## src/rtl/imgproc_pkg.sv

```systemverilog
// Shared image-processor definitions: scheduler FSM states, colour message IDs
// and the packing of detector results into 32-bit CPU message words.
package imgproc_pkg;

    typedef enum logic [2:0] {
        ST_IDLE,
        ST_PICK,
        ST_W_ID,
        ST_W_MIN,
        ST_W_MAX
    } sched_state_t;

    localparam int COORD_W = 11;

    localparam logic [23:0] ID_RED    = "RBB";
    localparam logic [23:0] ID_BLUE   = "BBB";
    localparam logic [23:0] ID_YELLOW = "YBB";
    localparam logic [23:0] ID_WHITE  = "WBB";
    localparam logic [23:0] ID_BLACK  = "KBB";

    function automatic logic [31:0] pack_id(input logic [23:0] id);
        return {8'h00, id};
    endfunction

    // {x, y} -> {pad, x, pad, y}, each coordinate in its own 16-bit half
    function automatic logic [31:0] pack_coord(input logic [2*COORD_W-1:0] xy);
        return {{(16-COORD_W){1'b0}}, xy[2*COORD_W-1:COORD_W],
                {(16-COORD_W){1'b0}}, xy[COORD_W-1:0]};
    endfunction

endpackage

```

## src/rtl/bbox_msg_scheduler_if.sv

```systemverilog
// Write side of the CPU message FIFO, as seen by the bounding-box scheduler.
interface bbox_msg_scheduler_if #(
    parameter int SIZE_W = 8
);
    logic              fifo_wr;
    logic [31:0]       fifo_data;
    logic [SIZE_W-1:0] fifo_usedw;

    modport master (output fifo_wr, output fifo_data, input fifo_usedw);
    modport slave  (input fifo_wr, input fifo_data, output fifo_usedw);
endinterface

```

## src/rtl/bbox_msg_scheduler_rr_pick.sv

```systemverilog
// Combinational round-robin picker: first request at or above ptr, wrapping.
module rr_pick #(
    parameter int NUM_SRC = 5,
    parameter int PW      = 3
) (
    input  logic [NUM_SRC-1:0] req,
    input  logic [PW-1:0]      ptr,
    output logic [NUM_SRC-1:0] grant,
    output logic [PW-1:0]      idx,
    output logic               any
);
    logic [NUM_SRC-1:0] req_hi;

    always_comb begin
        req_hi = '0;
        idx    = '0;
        for (int k = 0; k < NUM_SRC; k++)
            req_hi[k] = req[k] && (k >= int'(ptr));
        // wrapped candidate first, then let any request at/above ptr override it
        for (int k = NUM_SRC-1; k >= 0; k--)
            if (req[k]) idx = PW'(k);
        for (int k = NUM_SRC-1; k >= 0; k--)
            if (req_hi[k]) idx = PW'(k);
        any   = |req;
        grant = any ? (NUM_SRC'(1) << idx) : '0;
    end
endmodule

```

## src/rtl/bbox_msg_scheduler.sv

```systemverilog
// Snapshots per-colour bounding boxes at frame end and streams them as 3-word
// messages into the CPU FIFO, round-robin across colours, every MSG_INTERVAL frames.
module bbox_msg_scheduler
    import imgproc_pkg::*;
#(
    parameter int NUM_SRC      = 5,
    parameter int MSG_INTERVAL = 6,
    parameter int FIFO_DEPTH   = 256,
    parameter int SIZE_W       = 8
) (
    input  logic                           clk,
    input  logic                           reset,
    input  logic                           frame_done,
    input  logic [NUM_SRC-1:0]             src_en,
    input  logic [NUM_SRC-1:0]             src_hit,
    input  logic [NUM_SRC*24-1:0]          src_id,
    input  logic [NUM_SRC*2*COORD_W-1:0]   src_min,
    input  logic [NUM_SRC*2*COORD_W-1:0]   src_max,
    bbox_msg_scheduler_if.master           msg,
    output logic                           busy,
    output logic [15:0]                    drop_cnt
);
    localparam int PW = (NUM_SRC > 1) ? $clog2(NUM_SRC) : 1;
    localparam int FW = (MSG_INTERVAL > 1) ? $clog2(MSG_INTERVAL) : 1;
    localparam int CW = $clog2(2*NUM_SRC + 1);

    sched_state_t                         state;
    logic [FW-1:0]                        fcnt;
    logic [PW-1:0]                        rr_ptr, sel;
    logic [NUM_SRC-1:0]                   pending, sel_oh;
    logic [NUM_SRC-1:0][23:0]             snap_id;
    logic [NUM_SRC-1:0][2*COORD_W-1:0]    snap_min, snap_max;

    logic                                 trig, room, pick_any;
    logic [NUM_SRC-1:0]                   pick_oh;
    logic [PW-1:0]                        pick_idx;
    logic [CW-1:0]                        drop_add;
    logic [16:0]                          drop_sum;

    function automatic logic [CW-1:0] popcnt(input logic [NUM_SRC-1:0] v);
        logic [CW-1:0] c;
        c = '0;
        for (int k = 0; k < NUM_SRC; k++) c = c + CW'(v[k]);
        return c;
    endfunction

    rr_pick #(.NUM_SRC(NUM_SRC), .PW(PW)) u_pick (
        .req   (pending),
        .ptr   (rr_ptr),
        .grant (pick_oh),
        .idx   (pick_idx),
        .any   (pick_any)
    );

    assign trig = frame_done && (fcnt == '0);
    assign room = int'(msg.fifo_usedw) < FIFO_DEPTH - 3;

    // a busy-time trigger and a no-room flush can land in the same cycle
    always_comb begin
        drop_add = '0;
        if (trig && state != ST_IDLE)
            drop_add = popcnt(src_en & src_hit);
        if (state == ST_PICK && pick_any && !room)
            drop_add = drop_add + popcnt(pending);
    end

    assign drop_sum = {1'b0, drop_cnt} + 17'(drop_add);

    always_ff @(posedge clk or posedge reset) begin
        if (reset) begin
            state         <= ST_IDLE;
            fcnt          <= '0;
            rr_ptr        <= '0;
            sel           <= '0;
            sel_oh        <= '0;
            pending       <= '0;
            snap_id       <= '0;
            snap_min      <= '0;
            snap_max      <= '0;
            msg.fifo_wr   <= 1'b0;
            msg.fifo_data <= '0;
            busy          <= 1'b0;
            drop_cnt      <= '0;
        end else begin
            if (frame_done)
                fcnt <= (fcnt == '0) ? FW'(MSG_INTERVAL-1) : fcnt - 1'b1;
            drop_cnt <= drop_sum[16] ? 16'hFFFF : drop_sum[15:0];

            case (state)
                ST_IDLE: if (trig) begin
                    snap_id  <= src_id;
                    snap_min <= src_min;
                    snap_max <= src_max;
                    pending  <= src_en & src_hit;
                    busy     <= 1'b1;
                    state    <= ST_PICK;
                end
                ST_PICK: begin
                    if (!pick_any) begin
                        busy  <= 1'b0;
                        state <= ST_IDLE;
                    end else if (room) begin
                        sel           <= pick_idx;
                        sel_oh        <= pick_oh;
                        msg.fifo_wr   <= 1'b1;
                        msg.fifo_data <= pack_id(snap_id[pick_idx]);
                        state         <= ST_W_ID;
                    end else begin
                        pending <= '0;
                        busy    <= 1'b0;
                        state   <= ST_IDLE;
                    end
                end
                ST_W_ID: begin
                    msg.fifo_data <= pack_coord(snap_min[sel]);
                    state         <= ST_W_MIN;
                end
                ST_W_MIN: begin
                    msg.fifo_data <= pack_coord(snap_max[sel]);
                    state         <= ST_W_MAX;
                end
                ST_W_MAX: begin
                    msg.fifo_wr   <= 1'b0;
                    msg.fifo_data <= '0;
                    pending       <= pending & ~sel_oh;
                    rr_ptr        <= (sel == PW'(NUM_SRC-1)) ? '0 : sel + 1'b1;
                    state         <= ST_PICK;
                end
                default: begin
                    msg.fifo_wr   <= 1'b0;
                    msg.fifo_data <= '0;
                    busy          <= 1'b0;
                    state         <= ST_IDLE;
                end
            endcase
        end
    end
endmodule
```

## src/flat_wrapper.sv

```systemverilog
// flat-port wrapper written by rule: the top's interface ports become plain ports
module bbox_msg_scheduler_flat import imgproc_pkg::*;
#(
    parameter int NUM_SRC      = 5,
    parameter int MSG_INTERVAL = 6,
    parameter int FIFO_DEPTH   = 256,
    parameter int SIZE_W       = 8
)
  (clk, reset, frame_done, src_en, src_hit, src_id, src_min, src_max, busy, drop_cnt, msg_fifo_wr, msg_fifo_data, msg_fifo_usedw);
  bbox_msg_scheduler_if #(.SIZE_W(SIZE_W)) msg_i ();
  input  logic clk;
  input  logic reset;
  input  logic frame_done;
  input  logic [NUM_SRC-1:0] src_en;
  input  logic [NUM_SRC-1:0] src_hit;
  input  logic [NUM_SRC*24-1:0] src_id;
  input  logic [NUM_SRC*2*COORD_W-1:0] src_min;
  input  logic [NUM_SRC*2*COORD_W-1:0] src_max;
  output logic busy;
  output logic [15:0] drop_cnt;
  output wire logic [$bits(msg_i.fifo_wr)-1:0] msg_fifo_wr;
  output wire logic [$bits(msg_i.fifo_data)-1:0] msg_fifo_data;
  input wire logic [$bits(msg_i.fifo_usedw)-1:0] msg_fifo_usedw;
  assign msg_fifo_wr = msg_i.fifo_wr;
  assign msg_fifo_data = msg_i.fifo_data;
  assign msg_i.fifo_usedw = msg_fifo_usedw;
  bbox_msg_scheduler #(.NUM_SRC(NUM_SRC), .MSG_INTERVAL(MSG_INTERVAL), .FIFO_DEPTH(FIFO_DEPTH), .SIZE_W(SIZE_W)) u_core (.clk(clk), .reset(reset), .frame_done(frame_done), .src_en(src_en), .src_hit(src_hit), .src_id(src_id), .src_min(src_min), .src_max(src_max), .msg(msg_i), .busy(busy), .drop_cnt(drop_cnt));
endmodule
```

## config.mk

```make
export PLATFORM = sky130hd
export DESIGN_NAME = bbox_msg_scheduler_flat
export DESIGN_NICKNAME = d
export VERILOG_FILES = /design/src/rtl/imgproc_pkg.sv /design/src/rtl/bbox_msg_scheduler_if.sv /design/src/rtl/bbox_msg_scheduler_rr_pick.sv /design/src/rtl/bbox_msg_scheduler.sv /design/src/flat_wrapper.sv
export SDC_FILE = /design/constraint.sdc
export NUM_CORES = 1
export LEC_CHECK = 0
export ABC_AREA = 1
export CAP_MARGIN = 25
export CORE_MARGIN = 2
export CORE_UTILIZATION = 56
export DETAILED_ROUTE_END_ITERATION = 12
export PLACE_DENSITY = 0.87
export SLEW_MARGIN = 20
export SYNTH_ARGS = -nofsm -noshare
export SYNTH_HDL_FRONTEND = slang
export SYNTH_SLANG_ARGS = --single-unit
```

## constraint.sdc

```tcl
create_clock -name clk -period 36.3 [get_ports clk]
set_input_delay 10.89 -clock clk [delete_from_list [all_inputs] [get_ports clk]]
set_output_delay 10.89 -clock clk [all_outputs]
set_load 0.01 [all_outputs]
```

[Word-level counts from Yosys, hierarchy flattened]
Index checks and enable logic that the tools add are counted.
Word-level totals
  register bits after elaboration: 412
  input port bits: 361
  output and inout port bits: 50
  logic and storage cells: 124
Cells by class
  $add $sub $neg: 12
  order comparisons: 8
  equality and inequality tests: 10
  shift operators: 1
  multiplexer cells: 39
  bitwise gates (word level): 6
  reduce and logical (&&, ||, !) cells: 23
Operators with widths (number)
  22-bit binary-select mux with 3-bit select: 2
  32-bit case mux with 4 select lines: 1
  24-bit binary-select mux with 3-bit select: 1
  32-bit 2-to-1 mux: 2
  22-bit 2-to-1 mux: 2
  3-bit 2-to-1 mux: 14
  4-bit by 1-bit adder with 4-bit output: 6
  24-bit 2-to-1 mux: 1
  16-bit by 4-bit adder with 17-bit output: 1
  16-bit 2-to-1 mux: 1
  5-bit 2-to-1 mux: 3
  3-bit case mux with 5 select lines: 1
  5-bit case mux with 3 select lines: 1
  3-bit AND reduction: 4
  5-bit bitwise AND: 2
  1-bit logical AND: 9
  3-bit by 4-bit < comparator with 1-bit output (second input constant): 2
  8-bit < comparator (second input constant): 1
  4-bit 2-to-1 mux: 2
  3-bit by 2-bit equality test with 1-bit output (second input constant): 2
  3-bit equality test (second input constant): 2
  1-bit by 3-bit greater-or-equal comparator with 1-bit output (first input constant): 2
  2-bit by 3-bit greater-or-equal comparator with 1-bit output (first input constant): 2
  3-bit zero test: 2
  22 further kinds: 33

[Logic depth before layout (Yosys ltp)]
Gate-level depths: netlist of the first run.
  depth in word-level cells: 15
  depth in mapped cells: 27
  mapped depth without buffers: 27

[By module]
From an unflattened synthesis of the first run, not the netlist that was laid out.
Second synthesis, totals
  cell total of the unflattened synthesis: 2691
  area total of the unflattened synthesis: 20129.3 sq um
By module, submodules not included
  bbox_msg_scheduler: times used 1, cells an instance 2642, area an instance 19906.6 sq um, sequential area each 10184.8 sq um
  rr_pick: times used 1, cells an instance 49, area an instance 222.7 sq um, sequential area each 0.0 sq um

[Worst setup path after synthesis of the first run]
OpenSTA, ideal clock, no wires.
  path type: input to register
  from: input src_en[0]
  to: register u_core.drop_cnt[11]
  setup time: 0.069 ns
  arrival time: 15.546 ns
  required time: 36.231 ns
  setup slack: 20.685 ns
  stages: 26
  path buffers: 1
  cells stage by stage: nand2_1 -> inv_1 -> ha_1 -> inv_1 -> fa_1 -> inv_1 -> ha_1 -> and3_1 -> fa_1 -> inv_1 -> fa_1 -> fa_1 -> nand2_1 -> a21boi_0 -> inv_1 -> fa_1 -> inv_1 -> nand2_1 -> inv_1 -> o21ai_0 -> nand2_1 -> nand2_1 -> nor3_1 -> nand4_1 -> buf_2 -> nand3_1
Between the ends
  word-level cells in the longest chain between the ends: 10
Ends and longest elaborated chain
  from (decl): line flat_wrapper.sv:14  | input logic [NUM_SRC-1:0] src_en;
  5-bit bitwise AND (*): line bbox_msg_scheduler.sv:62  | drop_add = popcnt(src_en & src_hit);
  1-bit by 1-bit adder with 2-bit output (*): line bbox_msg_scheduler.sv:43  | for (int k = 0; k < NUM_SRC; k++) c = c + CW'(v[k]);
  4-bit by 1-bit adder with 4-bit output (*) (3 in a row): line bbox_msg_scheduler.sv:43
  4-bit 2-to-1 mux (*): line bbox_msg_scheduler.sv:61  | if (trig && state != ST_IDLE)
  4-bit adder: line bbox_msg_scheduler.sv:64  | drop_add = drop_add + popcnt(pending);
  4-bit 2-to-1 mux (*): line bbox_msg_scheduler.sv:63  | if (state == ST_PICK && pick_any && !room)
  16-bit by 4-bit adder with 17-bit output (*): line bbox_msg_scheduler.sv:67  | assign drop_sum = {1'b0, drop_cnt} + 17'(drop_add);
  16-bit 2-to-1 mux (*): line bbox_msg_scheduler.sv:87  | drop_cnt <= drop_sum[16] ? 16'hFFFF : drop_sum[15:0];
  to (signal assigned): line bbox_msg_scheduler.sv:87
  to (decl): line bbox_msg_scheduler.sv:21  | output logic [15:0] drop_cnt
Every way passes the cells marked *; elsewhere a longest branch is shown, timed or not.
A chain may end at the register's enable or synchronous reset.

[Worst setup path in the final report of the first run]
  from: input src_en[0]
  to: register u_core.drop_cnt[15]
Same word-level chain as after synthesis.

==> metrics, run 1 <==
status=finished, final reports clean; DRT iter0 DRCs=1901; layout cells sized above 1=0.0441; vias in the first global route=18000; Final Cycle Share=0.454; met1 usage in global routing=0.436; post-CTS sizing=0; syn avg cell area=7.81 um^2; worst slew pin tran=about 1.1 ns; Area Growth Syn to Fin=29.3%; Util after Layout=0.729; max-slew violations=0; Startpoint Class=primary input; CP Class=in2reg; HPWL after DPL=40.7 mm; setup ws final=19.83 ns; PnR Total Power=2.10 mW; max-cap violation count=0; path depth of the worst reg2reg path=23; Final min period=~16 ns; FMAX=0.0607 GHz; Pwr Density=about 84 mW/mm^2; total grt overflow=0; Clock Tree Root=clkbuf_16; Arr. time, crit path=16.91 ns; Initial DRT Pass Iterations=6; Worst Skew=roughly 0.021 ns; DRC viols=0; nets=about 3200; final hold vios=0; Syn Inst Count=approximately 2500; Die W=190 um; RSZ-0062 raised after global routing=false; hold_buf cts=0; GR Util All Layers=0.328; Reg power frac=0.361; GR peak layer=met2; Pint=roughly 1.2 mW; core box area=0.0343 mm^2; final setup TNS=0 ns; leakage power=12.1 nW; antenna violations before repair=10; Die H=190 um; GPL Wtd Cong=0.894; I/O Buffers=~410; distinct cell type count of the synthesized netlist=48; Worst Path Required=around 37 ns; CTS sink cnt=407; met2 GRT Util=0.525; Initial Util=0.563; DP Worst Slack=19.31 ns; hold crit path type=reg2reg; number of H-tree levels=2; Yosys warning count=0; Yosys reg bits=407; row count=a little under 70; Max IR drop VDD=56.0 uV; Logic pwr share=0.420; Post-CTS Setup Bufs=0; P_sw=~880 uW; clock slew at reported path FFs=0.06 ns; Worst Hold Depth=2; first-pass GRT wire length=93.1 mm; clock buffer depth=3; Finish-stage setup viols=0; synthesized cell area=slightly below 0.02 mm^2; CTS tree=yes; Vias=18100; final WL=59.2 mm; number of top-level pins=411; Vias/cell=~5.5; hold_ws=between 0.4 and 0.5 ns; CP max FO=15; switch share=0.417; met3 Resource Use GR=0.0557; Clk pwr share=0.219; ANT nets after route=0; largest net degree at the start of global routing=232; worst skew pair latency=0.54 ns; Worst setup EP type=flip-flop; Seq/Total Area, Yosys=0.527; CTS buffer count=44; die area=0.0360 mm^2; routed length per instance=18.0 um; slew margin rel.=0.279
==> cell families (layout without fill, tap and decap cells) <==
family,Yosys count,count (layout),share of synthesized area
AOI/OAI and AO/OA,393,393,0.111
xor gates and xnor gates,6,6,0.00272
adders and majority gates,19,19,0.0146
buffers and inverters,337,693,0.0754
DFF,407,407,0.527
muxes,1,1,0.000583
other,1,13,0.000194
and+or+nand+nor,1308,1308,0.268
==> flip-flops by register name, indices dropped and copies added, names as in the netlist <==
register              cells
u_core.rr_ptr             3
u_core.sel                3
u_core.msg.fifo_data     27
u_core.drop_cnt          16
u_core.busy               1
u_core.snap_max         110
u_core.sel_oh             5
u_core.snap_min         110
u_core.state              3
u_core.pending            5
u_core.snap_id          120
u_core.fcnt               3
u_core.msg.fifo_wr        1
==> Yosys cell counts, drive strengths merged <==
library cell  number  area (um^2)
nor2              48          195
dfrtp            407        10200
nor4               1         6.26
or2                4         25.0
o211ai            22          170
xor2               4         35.0
a21oi             69          345
clkinv             1         3.75
a221oi             2         17.5
o21ai            253         1270
fa                 6          120
inv              192          723
nor3               8         50.1
and3               1         6.26
o311ai             1         8.76
nand3            135          686
a22o               7         61.3
o31ai              1         7.51
o21a               1         7.51
o221ai             1         8.76
ha                13          163
nand2           1102         4160
a21boi             2         15.0
nand3b             1         7.51
a31oi              4         25.0
mux2               1         11.3
clkbuf            32          120
conb               1         3.75
a22oi             14          105
buf              112          609
o41ai              1         8.76
o22ai             15         93.8
nand4              8         50.1
xnor2              2         17.5
==> final timing paths <==
path                                                  from                              end  slack, ns
setup / recovery                                 src_en[0]    u_core.drop_cnt[15]$_DFF_PP0_      19.83
hold / removal             u_core.snap_min[16]$_DFFE_PP0P_  u_core.snap_min[16]$_DFFE_PP0P_       0.47
setup reg to reg               u_core.state[0]$_DFFE_PP0P_    u_core.drop_cnt[15]$_DFF_PP0_      30.93
hold reg to reg            u_core.snap_min[16]$_DFFE_PP0P_  u_core.snap_min[16]$_DFFE_PP0P_       0.47
max in group asynchronous                            reset  u_core.snap_min[73]$_DFFE_PP0P_      23.49
min in group asynchronous                            reset  u_core.snap_max[74]$_DFFE_PP0P_      10.88
==> stage by stage <==
step | instances | instance area, um^2
after global placement | 3205 | 23400
after floorplan | 2476 | 19300
final | 3295 | 25000
after CTS | 3282 | 24900
after detailed placement | 3205 | 23400
after global routing | 3293 | 25000
==> per-layer routing <==
layer  part of all wire  wire length (um)
met4              0.053              3110
met1               0.39             23200
met5            0.00019                11
met2               0.47             27900
met3              0.083              4930
==> final cells by class <==
| class | count | area [um^2] |
|---|---|---|
| antenna | 8 | 20.0 |
| clock inverter | 12 | 174 |
| multi-input combinational | 1732 | 7700 |
| sequential | 407 | 10200 |
| timing repair buffer | 423 | 4280 |
| inverter | 193 | 739 |
| clock buffer | 65 | 1310 |
| tap | 455 | 569 |
| fill | 2497 | 9300 |
==> cell usage in the layout, fill, tap and decap left out, types with 5 or more instances in the layout <==
cell type,instances
nand2_1,1098
dfrtp_1,406
clkdlybuf4s50_1,405
o21ai_0,231
inv_1,177
nand3_1,133
a21oi_1,69
clkbuf_16,45
nor2_1,41
o211ai_1,21
o21ai_1,21
o22ai_1,15
a22oi_1,14
inv_2,13
ha_1,13
clkbuf_8,11
clkbuf_1,9
buf_4,9
diode_2,8
nand4_1,8
a22o_1,7
nor3_1,6
fa_1,6
clkinv_2,6
nor2_2,5
conb_1,5
==> worst max-delay path, stage by stage <==
cell and delay [ns]:
clkdlybuf4s50_1 0.40, nand2_1 0.07, inv_1 0.06, ha_1 0.27
inv_1 0.05, fa_1 0.54, inv_1 0.05, ha_1 0.29
and3_1 0.21, fa_1 0.52, inv_1 0.06, fa_1 0.46
fa_1 0.44, nand2_1 0.07, a21boi_0 0.27, inv_1 0.11
fa_1 0.40, inv_1 0.08, nand2_1 0.05, inv_1 0.06
o21ai_0 0.07, nand2_1 0.13, nand2_1 0.12, nor3_1 0.29
nand4_1 0.57, a21boi_0 0.30, o21ai_0 0.07
==> power by group through the flow <==
stage / combinational [mW] / sequential, mW / clock, mW
2_1_floorplan: 0.607 / 0.734 / 0
3_3_place_gp: 0.815 / 0.763 / 0
3_5_place_dp: 0.844 / 0.772 / 0
4_1_cts: 0.854 / 0.768 / 0.462
5_1_grt: 0.990 / 0.779 / 0.482
6_report: 0.883 / 0.759 / 0.460
(Power assumes the default switching activity.)
==> run 2, diff against run 1 <==
- CORE_UTILIZATION: 56 -> 47
- PLACE_DENSITY: 0.87 -> 0.78
- clock period: 36.3 -> 13.25 ns (I/O delays scaled with it)
==> metrics, run 2 (same netlist as run 1, synthesis figures left out) <==
status=finished, final reports clean; Final Cycle Share=0.721; GR Util All Layers=0.283; CTS tree=yes; slowest cell delay on critical path=0.57 ns; clock buffer depth=3; DRT iter0 DRCs=1365; first-pass GRT wire length=about 94 mm; FMAX=~0.10 GHz; Worst Path Required=about 14 ns; Slowest-stage cell, CP=nand4_1; largest reg by FF count=u_core.snap_id; Die H=207 um; slew margin rel.=0.332; I/O Buffers=slightly above 400; leakage power=12.2 nW; layout cells sized above 1=0.0461; Die W=207 um; total grt overflow=0; Reg power frac=0.354; die area=0.0427 mm^2; max-slew violations=0; CTS buffer count=45; met2 GRT Util=0.452; HPWL after DPL=42.4 mm; Clk pwr share=0.226; Vias/cell=5.32; core box area=around 0.04 mm^2; largest net degree at the start of global routing=249; Worst Skew=0.0180 ns; DP Worst Slack=3.21 ns; Pwr Density=232 mW/mm^2; Post-CTS Setup Bufs=0; GR peak layer=met2; Arr. time, crit path=10.03 ns; vias in the first global route=17400; fillers=3488; hold_buf cts=0; Initial DRT Pass Iterations=5; final WL=61.3 mm; hold crit path type=reg2reg; PnR Total Power=5.84 mW; Util after Layout=0.618; met3 Resource Use GR=0.0427; routed length per instance=18.1 um; RSZ-0062 raised after global routing=false; ANT nets after route=0; worst skew pair latency=0.57 ns; Finish-stage setup viols=0; max reg flops=120; switch share=0.416; most frequent cells in the layout=nand2_1 (1098), dfrtp_1 (406), clkdlybuf4s50_1 (405), o21ai_0 (231), inv_1 (177); Max IR drop VDD=198 uV; worst slew pin tran=1.00 ns; Pint=about 3.4 mW; row count=74; Logic pwr share=0.420; nets=3184; CP max FO=15; GPL Wtd Cong=between 0.9 and 1; CP Class=in2reg; path depth of the worst reg2reg path=23; Startpoint Class=primary input; setup ws final=~3.7 ns; Area Growth Syn to Fin=30.4%; number of top-level pins=411; Worst setup EP type=flip-flop; hold_ws=0.465 ns; Initial Util=0.474; DRC viols=0; antenna violations before repair=15; Vias=18000; most common cell after layout, fill and taps aside=nand2_1; Final min period=between 9 and 10 ns; final setup TNS=0 ns; Largest regs=u_core.snap_id (120), u_core.snap_max (110), u_core.snap_min (110); max-cap violation count=0; clock slew at reported path FFs=about 0.060 ns; met1 usage in global routing=0.372; P_sw=2.43 mW; post-CTS sizing=0; Worst Hold Depth=2; CTS sink cnt=407; number of H-tree levels=2; most used cell, CP=inv_1; final hold vios=0; Clock Tree Root=clkbuf_16
run 2: layer usage:
| metal | vias to the layer above | wire (um) |
|---|---|---|
| li1 | 8478 | - |
| met4 | 0 | 3250 |
| met5 | - | 0 |
| met1 | 8617 | 24600 |
| met3 | 161 | 4590 |
| met2 | 776 | 28800 |
run 2: cell type report:
class                   instances  area, um^2  area share
repair buffers                425        4280       0.170
well taps                     532         666      0.0264
inverters                     193         736      0.0292
clock buffers                  69        1360      0.0539
flip-flops and latches        407       10200       0.404
clock inverters                15         210     0.00834
diodes                         15        37.5     0.00149
multi-input cells            1732        7720       0.306
run 2: path summary, 6_finish.rpt:
check	startpoint	to	slack, ns
min in group asynchronous	reset	u_core.snap_max[75]$_DFFE_PP0P_	3.91
max in group asynchronous	reset	u_core.snap_id[110]$_DFFE_PP0P_	7.35
setup reg to reg	u_core.state[0]$_DFFE_PP0P_	u_core.drop_cnt[15]$_DFF_PP0_	7.82
hold / removal	u_core.snap_max[20]$_DFFE_PP0P_	u_core.snap_max[20]$_DFFE_PP0P_	0.46
hold reg to reg	u_core.snap_max[20]$_DFFE_PP0P_	u_core.snap_max[20]$_DFFE_PP0P_	0.46
setup / recovery	src_en[0]	u_core.drop_cnt[15]$_DFF_PP0_	3.69
run 2: worst max-delay path, delay by kind of cell:
kind                       cells  cell delay, ns
buffers and inverters          8            0.86
and+or+nand+nor                8            1.49
AOI/OAI and AO/OA              4            0.80
adders and majority gates      7            2.90
run 2: stage by stage:
step,instance area [um^2],std cells
after floorplan,19300,2476
after global placement,23500,3285
after detailed placement,23500,3285
after CTS,25100,3369
after global routing,25200,3386
final,25200,3388
run 2: power groups by stage:
stage / clock network [mW] / logic (mW) / registers [mW]
finish: 1.32 / 2.45 / 2.07
global route: 1.39 / 2.74 / 2.13
CTS: 1.34 / 2.43 / 2.06
detailed placement: 0 / 2.40 / 2.08
global placement: 0 / 2.34 / 2.05
floorplan: 0 / 1.66 / 2.01
